## src/rtl/countdown_timer_pkg.sv

```systemverilog
// Shared definitions for the round countdown timer: FSM state codes,
// active-low 7-segment patterns and the digit decoder.
package countdown_timer_pkg;

    localparam logic [1:0] ST_IDLE  = 2'd0;
    localparam logic [1:0] ST_RUN   = 2'd1;
    localparam logic [1:0] ST_PAUSE = 2'd2;
    localparam logic [1:0] ST_DONE  = 2'd3;

    // Segment order is {g,f,e,d,c,b,a}; a 0 lights the segment.
    localparam logic [6:0] SEG_0     = 7'b1000000;
    localparam logic [6:0] SEG_1     = 7'b1111001;
    localparam logic [6:0] SEG_2     = 7'b0100100;
    localparam logic [6:0] SEG_3     = 7'b0110000;
    localparam logic [6:0] SEG_4     = 7'b0011001;
    localparam logic [6:0] SEG_5     = 7'b0010010;
    localparam logic [6:0] SEG_6     = 7'b0000010;
    localparam logic [6:0] SEG_7     = 7'b1111000;
    localparam logic [6:0] SEG_8     = 7'b0000000;
    localparam logic [6:0] SEG_9     = 7'b0010000;
    localparam logic [6:0] SEG_BLANK = 7'b1111111;

    typedef struct packed {
        logic [3:0] mins;
        logic [3:0] tens;
        logic [3:0] ones;
    } bcd_time_t;

    function automatic logic [6:0] seg_decode(input logic [3:0] digit);
        logic [6:0] seg;
        case (digit)
            4'd0:    seg = SEG_0;
            4'd1:    seg = SEG_1;
            4'd2:    seg = SEG_2;
            4'd3:    seg = SEG_3;
            4'd4:    seg = SEG_4;
            4'd5:    seg = SEG_5;
            4'd6:    seg = SEG_6;
            4'd7:    seg = SEG_7;
            4'd8:    seg = SEG_8;
            4'd9:    seg = SEG_9;
            default: seg = SEG_BLANK;
        endcase
        return seg;
    endfunction

endpackage

```

## src/rtl/countdown_timer_tick_divider.sv

```systemverilog
// One-second prescaler: counts down while run is high and emits a one-cycle
// tick when the count sits at zero, then reloads.
module tick_divider #(
    parameter int TICK_DIV = 50000000
) (
    input  logic Clock,
    input  logic reset,
    input  logic run,
    input  logic clear,
    output logic tick
);

    localparam int CW = (TICK_DIV > 1) ? $clog2(TICK_DIV) : 1;
    localparam logic [CW-1:0] RELOAD = CW'(TICK_DIV - 1);

    logic [CW-1:0] count_q;
    logic [CW-1:0] count_d;

    assign tick = run && (count_q == '0);

    always_comb begin
        count_d = count_q;
        if (clear) begin
            count_d = RELOAD;
        end else if (run) begin
            count_d = (count_q == '0) ? RELOAD : count_q - 1'b1;
        end
    end

    always_ff @(posedge Clock) begin
        if (reset) begin
            count_q <= RELOAD;
        end else begin
            count_q <= count_d;
        end
    end

endmodule

```

## src/rtl/countdown_timer.sv

```systemverilog
// Round countdown timer: loads a preset M:SS, decrements once per tick and
// pulses time_up on reaching 0:00. Drives three active-low 7-seg digits.
module countdown_timer
    import countdown_timer_pkg::*;
#(
    parameter int TICK_DIV   = 50000000,
    parameter int START_MIN  = 0,
    parameter int START_TENS = 3,
    parameter int START_ONES = 0
) (
    input  logic       Clock,
    input  logic       reset,
    input  logic       start,
    input  logic       pause,
    input  logic       abort,
    output logic [6:0] HEX0,
    output logic [6:0] HEX1,
    output logic [6:0] HEX2,
    output logic       running,
    output logic       done,
    output logic       time_up
);

    localparam bcd_time_t PRESET = '{
        mins: 4'(START_MIN),
        tens: 4'(START_TENS),
        ones: 4'(START_ONES)
    };
    localparam logic PRESET_ZERO = (PRESET == '0);

    logic [1:0] state_q, state_d;
    bcd_time_t  time_q, time_d;
    bcd_time_t  dec_time;
    logic       running_q, running_d;
    logic       done_q, done_d;
    logic       time_up_q, time_up_d;
    logic       presc_clear;
    logic       tick;

    tick_divider #(
        .TICK_DIV (TICK_DIV)
    ) u_tick_divider (
        .Clock (Clock),
        .reset (reset),
        .run   (state_q == ST_RUN),
        .clear (presc_clear),
        .tick  (tick)
    );

    // BCD borrow chain; only used when time_q is non-zero, so minutes never wrap.
    always_comb begin
        dec_time = time_q;
        if (time_q.ones == 4'd0) begin
            dec_time.ones = 4'd9;
            if (time_q.tens == 4'd0) begin
                dec_time.tens = 4'd5;
                dec_time.mins = time_q.mins - 4'd1;
            end else begin
                dec_time.tens = time_q.tens - 4'd1;
            end
        end else begin
            dec_time.ones = time_q.ones - 4'd1;
        end
    end

    always_comb begin
        state_d     = state_q;
        time_d      = time_q;
        time_up_d   = 1'b0;
        presc_clear = 1'b0;
        case (state_q)
            ST_IDLE: begin
                if (abort) begin
                    time_d      = PRESET;
                    presc_clear = 1'b1;
                end else if (start) begin
                    time_d      = PRESET;
                    presc_clear = 1'b1;
                    if (PRESET_ZERO) begin
                        state_d   = ST_DONE;
                        time_up_d = 1'b1;
                    end else begin
                        state_d = ST_RUN;
                    end
                end
            end
            ST_RUN: begin
                if (abort) begin
                    state_d     = ST_IDLE;
                    time_d      = PRESET;
                    presc_clear = 1'b1;
                end else if (tick) begin
                    // A 0:00 preset restarted from DONE ends on its first tick.
                    if (time_q == '0 || dec_time == '0) begin
                        time_d    = '0;
                        state_d   = ST_DONE;
                        time_up_d = 1'b1;
                    end else begin
                        time_d  = dec_time;
                        state_d = pause ? ST_PAUSE : ST_RUN;
                    end
                end else if (pause) begin
                    state_d = ST_PAUSE;
                end
            end
            ST_PAUSE: begin
                if (abort) begin
                    state_d     = ST_IDLE;
                    time_d      = PRESET;
                    presc_clear = 1'b1;
                end else if (!pause) begin
                    state_d = ST_RUN;
                end
            end
            ST_DONE: begin
                if (abort) begin
                    state_d     = ST_IDLE;
                    time_d      = PRESET;
                    presc_clear = 1'b1;
                end else if (start) begin
                    state_d     = ST_RUN;
                    time_d      = PRESET;
                    presc_clear = 1'b1;
                end
            end
            default: begin
                state_d     = ST_IDLE;
                time_d      = PRESET;
                presc_clear = 1'b1;
            end
        endcase
    end

    assign running_d = (state_d == ST_RUN);
    assign done_d    = (state_d == ST_DONE);

    always_ff @(posedge Clock) begin
        if (reset) begin
            state_q   <= ST_IDLE;
            time_q    <= PRESET;
            running_q <= 1'b0;
            done_q    <= 1'b0;
            time_up_q <= 1'b0;
        end else begin
            state_q   <= state_d;
            time_q    <= time_d;
            running_q <= running_d;
            done_q    <= done_d;
            time_up_q <= time_up_d;
        end
    end

    assign running = running_q;
    assign done    = done_q;
    assign time_up = time_up_q;

    logic [3:0] digit_w [3];
    logic [6:0] hex_w   [3];

    assign digit_w[0] = time_q.ones;
    assign digit_w[1] = time_q.tens;
    assign digit_w[2] = time_q.mins;

    for (genvar gi = 0; gi < 3; gi++) begin : g_dec
        assign hex_w[gi] = seg_decode(digit_w[gi]);
    end

    assign HEX0 = hex_w[0];
    assign HEX1 = hex_w[1];
    assign HEX2 = hex_w[2];

endmodule

```

## config.mk

```make
export PLATFORM = sky130hd
export DESIGN_NAME = countdown_timer
export DESIGN_NICKNAME = d
export VERILOG_FILES = /design/src/rtl/countdown_timer_pkg.sv /design/src/rtl/countdown_timer_tick_divider.sv /design/src/rtl/countdown_timer.sv
export SDC_FILE = /design/constraint.sdc
export NUM_CORES = 1
export LEC_CHECK = 0
export BUFFER_PORTS_ARGS = -buffer_cell sky130_fd_sc_hd__buf_2
export CAP_MARGIN = 10
export CELL_PAD_IN_SITES_DETAIL_PLACEMENT = 0
export CELL_PAD_IN_SITES_GLOBAL_PLACEMENT = 1
export CORE_MARGIN = 2
export CORE_UTILIZATION = 49
export DETAILED_ROUTE_END_ITERATION = 10
export PLACE_DENSITY_LB_ADDON = 0.1
export SYNTH_ARGS = -nofsm -noshare
export SYNTH_HDL_FRONTEND = slang
export SYNTH_SLANG_ARGS = --single-unit
```

## constraint.sdc

```tcl
create_clock -name Clock -period 10.7 [get_ports Clock]
set_clock_uncertainty 0.15 [all_clocks]
set_input_delay 0 -clock Clock [delete_from_list [all_inputs] [get_ports Clock]]
set_output_delay 0 -clock Clock [all_outputs]
set_load 0.02 [all_outputs]
```

==> reports/metrics.cfg <==
[outcome]
outcome=finished clean

[timing]
tightest_slew_ns=0.995
fin_crit_sh=0.371
maxSlewViolCount=0
max_freq_mhz=252
fin_setup_tns_ns=0
rsz0062_at_grt=false
max_slew_margin=0.330
finalHoldViolCount=0
fin_hold_ws_ns=0.133
setup_viol=0
fin_crit_ns=3.97

[global_routing]
grt_antenna_before_repair=0
track_usage=0.199
grt_max_degree=27
grt_pass1_wl_um=12000
grt_remaining_overflow=0
grt_pass1_vias=2675

[clocking]
h-tree-depth=3
cts_tree=built
clk-insertion-delay-late_ns=0.34
cts_root_buffer=clkbuf_8
cts_buffer_depth=2
cts_buffers=9
cts_sinks=64
clkTransAtPathRegs_ns=0.07

[floorplanning]
core_sq_um=6720
boundaryPins=29
die_w_um=87
rows=30
dieArea_sq_um=7570
start_util=0.502
dieHeight_um=87

[synth]
synth_seq_cells=64
postSynthCellCount=393
synth_edf_count=0
syn_area_sq_um=3380
yosysUniqueCellTypes=60
ys_seq_area_frac=0.380
syn-num-nets=420
syn_area_per_cell_sq_um=8.59
async_flop_share=0
yosys_warnings=0
synth_flop_cell=dfxtp_1

[worst_hold_path]
min_path_type=in2reg

[critical_path]
crit_type=reg2reg
cp_max_fo=13
r2r-start=state_q[0]
r2r-end=u_tick_divider.count_q[25]
cp.arrival_ns=4.11
r2r_slack_ns=6.73
worstPathRequired_ns=10.84
rr_worst_depth=8
endpoint=u_tick_divider.count_q[25]
start_kind=register
end_kind=register
crit_start=state_q[0]

[layout]
n_antenna_cell=0
drive_above_1_share=0.138
final_common_cell=dfxtp_1
syn_to_final_growth_pct=12.8
fin_nets=450
layout_common_cells=64 x dfxtp_1, 36 x nand2_1, 36 x nor2_1

[drt]
avgViaCountPerCell=5.64
routed_wl_um=7000
ant_nets=0
drtIter0Drc=128
route.detailed.drc=0
drt_pass1_iterations=4
wl_per_cell_um=13.8
via_count=2867

[pwr]
vdd_drop_max_uv=71.9
cellPowerDensity_nw_per_um2=131
p_total_uw=501
total_leakage_power_nw=1.56

[placement]
io_buffers=28
place_hpwl_um=5130
gp_congestion=0.871

[flow_run]
max_cap_violations=0

-- cell families after synthesis --
| logic type | Yosys count | share of synthesized area |
|---|---|---|
| DFF | 64 | 0.380 |
| and+or+nand+nor | 149 | 0.232 |
| xor gates and xnor gates | 20 | 0.0519 |
| muxes | 8 | 0.0241 |
| adders and majority gates | 22 | 0.0815 |
| buffers and inverters | 41 | 0.0460 |
| AOI/OAI and AO/OA | 89 | 0.185 |
-- power by group --
| group | leakage [nW] | internal, mW | switching, mW |
|---|---|---|---|
| registers | 0.518 | 0.243 | 0.00273 |
| clock network | 0.0916 | 0.107 | 0.0957 |
| logic | 0.949 | 0.0179 | 0.0342 |
| total | 1.56 | 0.368 | 0.133 |
-- layout make-up --
cell class / instances / area (sq um)
timing repair buffer: 33 / 185
tap: 80 / 100
fill: 642 / 2910
clock inverter: 7 / 71.3
clock buffer: 9 / 124
inverter: 27 / 101
multi-input combinational: 288 / 1950
sequential: 64 / 1280
-- critical path: stages, from the launching register on --
cell,delay [ns]
dfxtp_1,0.43
ha_1,0.46
or4b_4,0.52
or3_4,0.35
or4_4,0.45
or4b_1,0.65
or4_4,0.48
or3_1,0.33
nand3_1,0.08
-- cells in the mapped netlist (all sizes together) (5+ instances only) --
cell type	instances	area [sq um]
nor4	10	62.6
nand2	36	135
o31ai	5	37.5
inv	27	101
nand3	9	45.0
xnor2	12	105
nor2	36	135
nor3	11	55.1
and2	7	43.8
nor2b	5	31.3
ha	22	275
dfxtp	64	1280
a21oi	12	60.1
xor2	8	70.1
o21ai	24	120
or3	9	63.8
clkbuf	13	48.8
mux2i	7	70.1
-- through the flow --
step           cell area [sq um]  instances   util  worst slack (ns)
6_report                    3810        508  0.567              6.73
5_1_grt                     3810        508  0.567              6.56
4_1_cts                     3810        508  0.567              6.71
3_5_place_dp                3580        489  0.533              6.74
3_3_place_gp                3580        489  0.533              6.84
2_1_floorplan               3380        393      -              7.20
-- per-layer routing --
metal	vias to the layer above	track usage	share of wire
met5	-	0	0
met4	0	0.0852	0.017
met3	10	0.0313	0.026
met2	42	0.343	0.50
met1	1351	0.245	0.46
li1	1464	-	-
-- flip-flops by register name, indices dropped and copies added (netlist names) --
register and flops:
HEX0 7, HEX1 7, HEX2 7, digit_w 12, done 1, running 1, state_q 2, time_up 1
u_tick_divider.count_q 26
-- timing repair --
action,4_1_cts,5_1_grt
resized for setup,0,0
endpoints found under the hold margin,6,0
hold buffers,3,0
setup buffers,0,0
-- worst min path at each step --
stage	startpoint	end	slack [ns]	depth (start not counted)
after global routing	start	digit_w[5]	0.19	5
after floorplan	HEX0[0]	HEX0[0]	0.19	0
final	start	digit_w[5]	0.13	5
after detailed placement	HEX0[3]	HEX0[3]	0.26	1
after CTS	start	digit_w[5]	0.11	5
after global placement	HEX0[4]	HEX0[4]	0.27	1
Note: power is estimated with default switching activity, not from simulation.
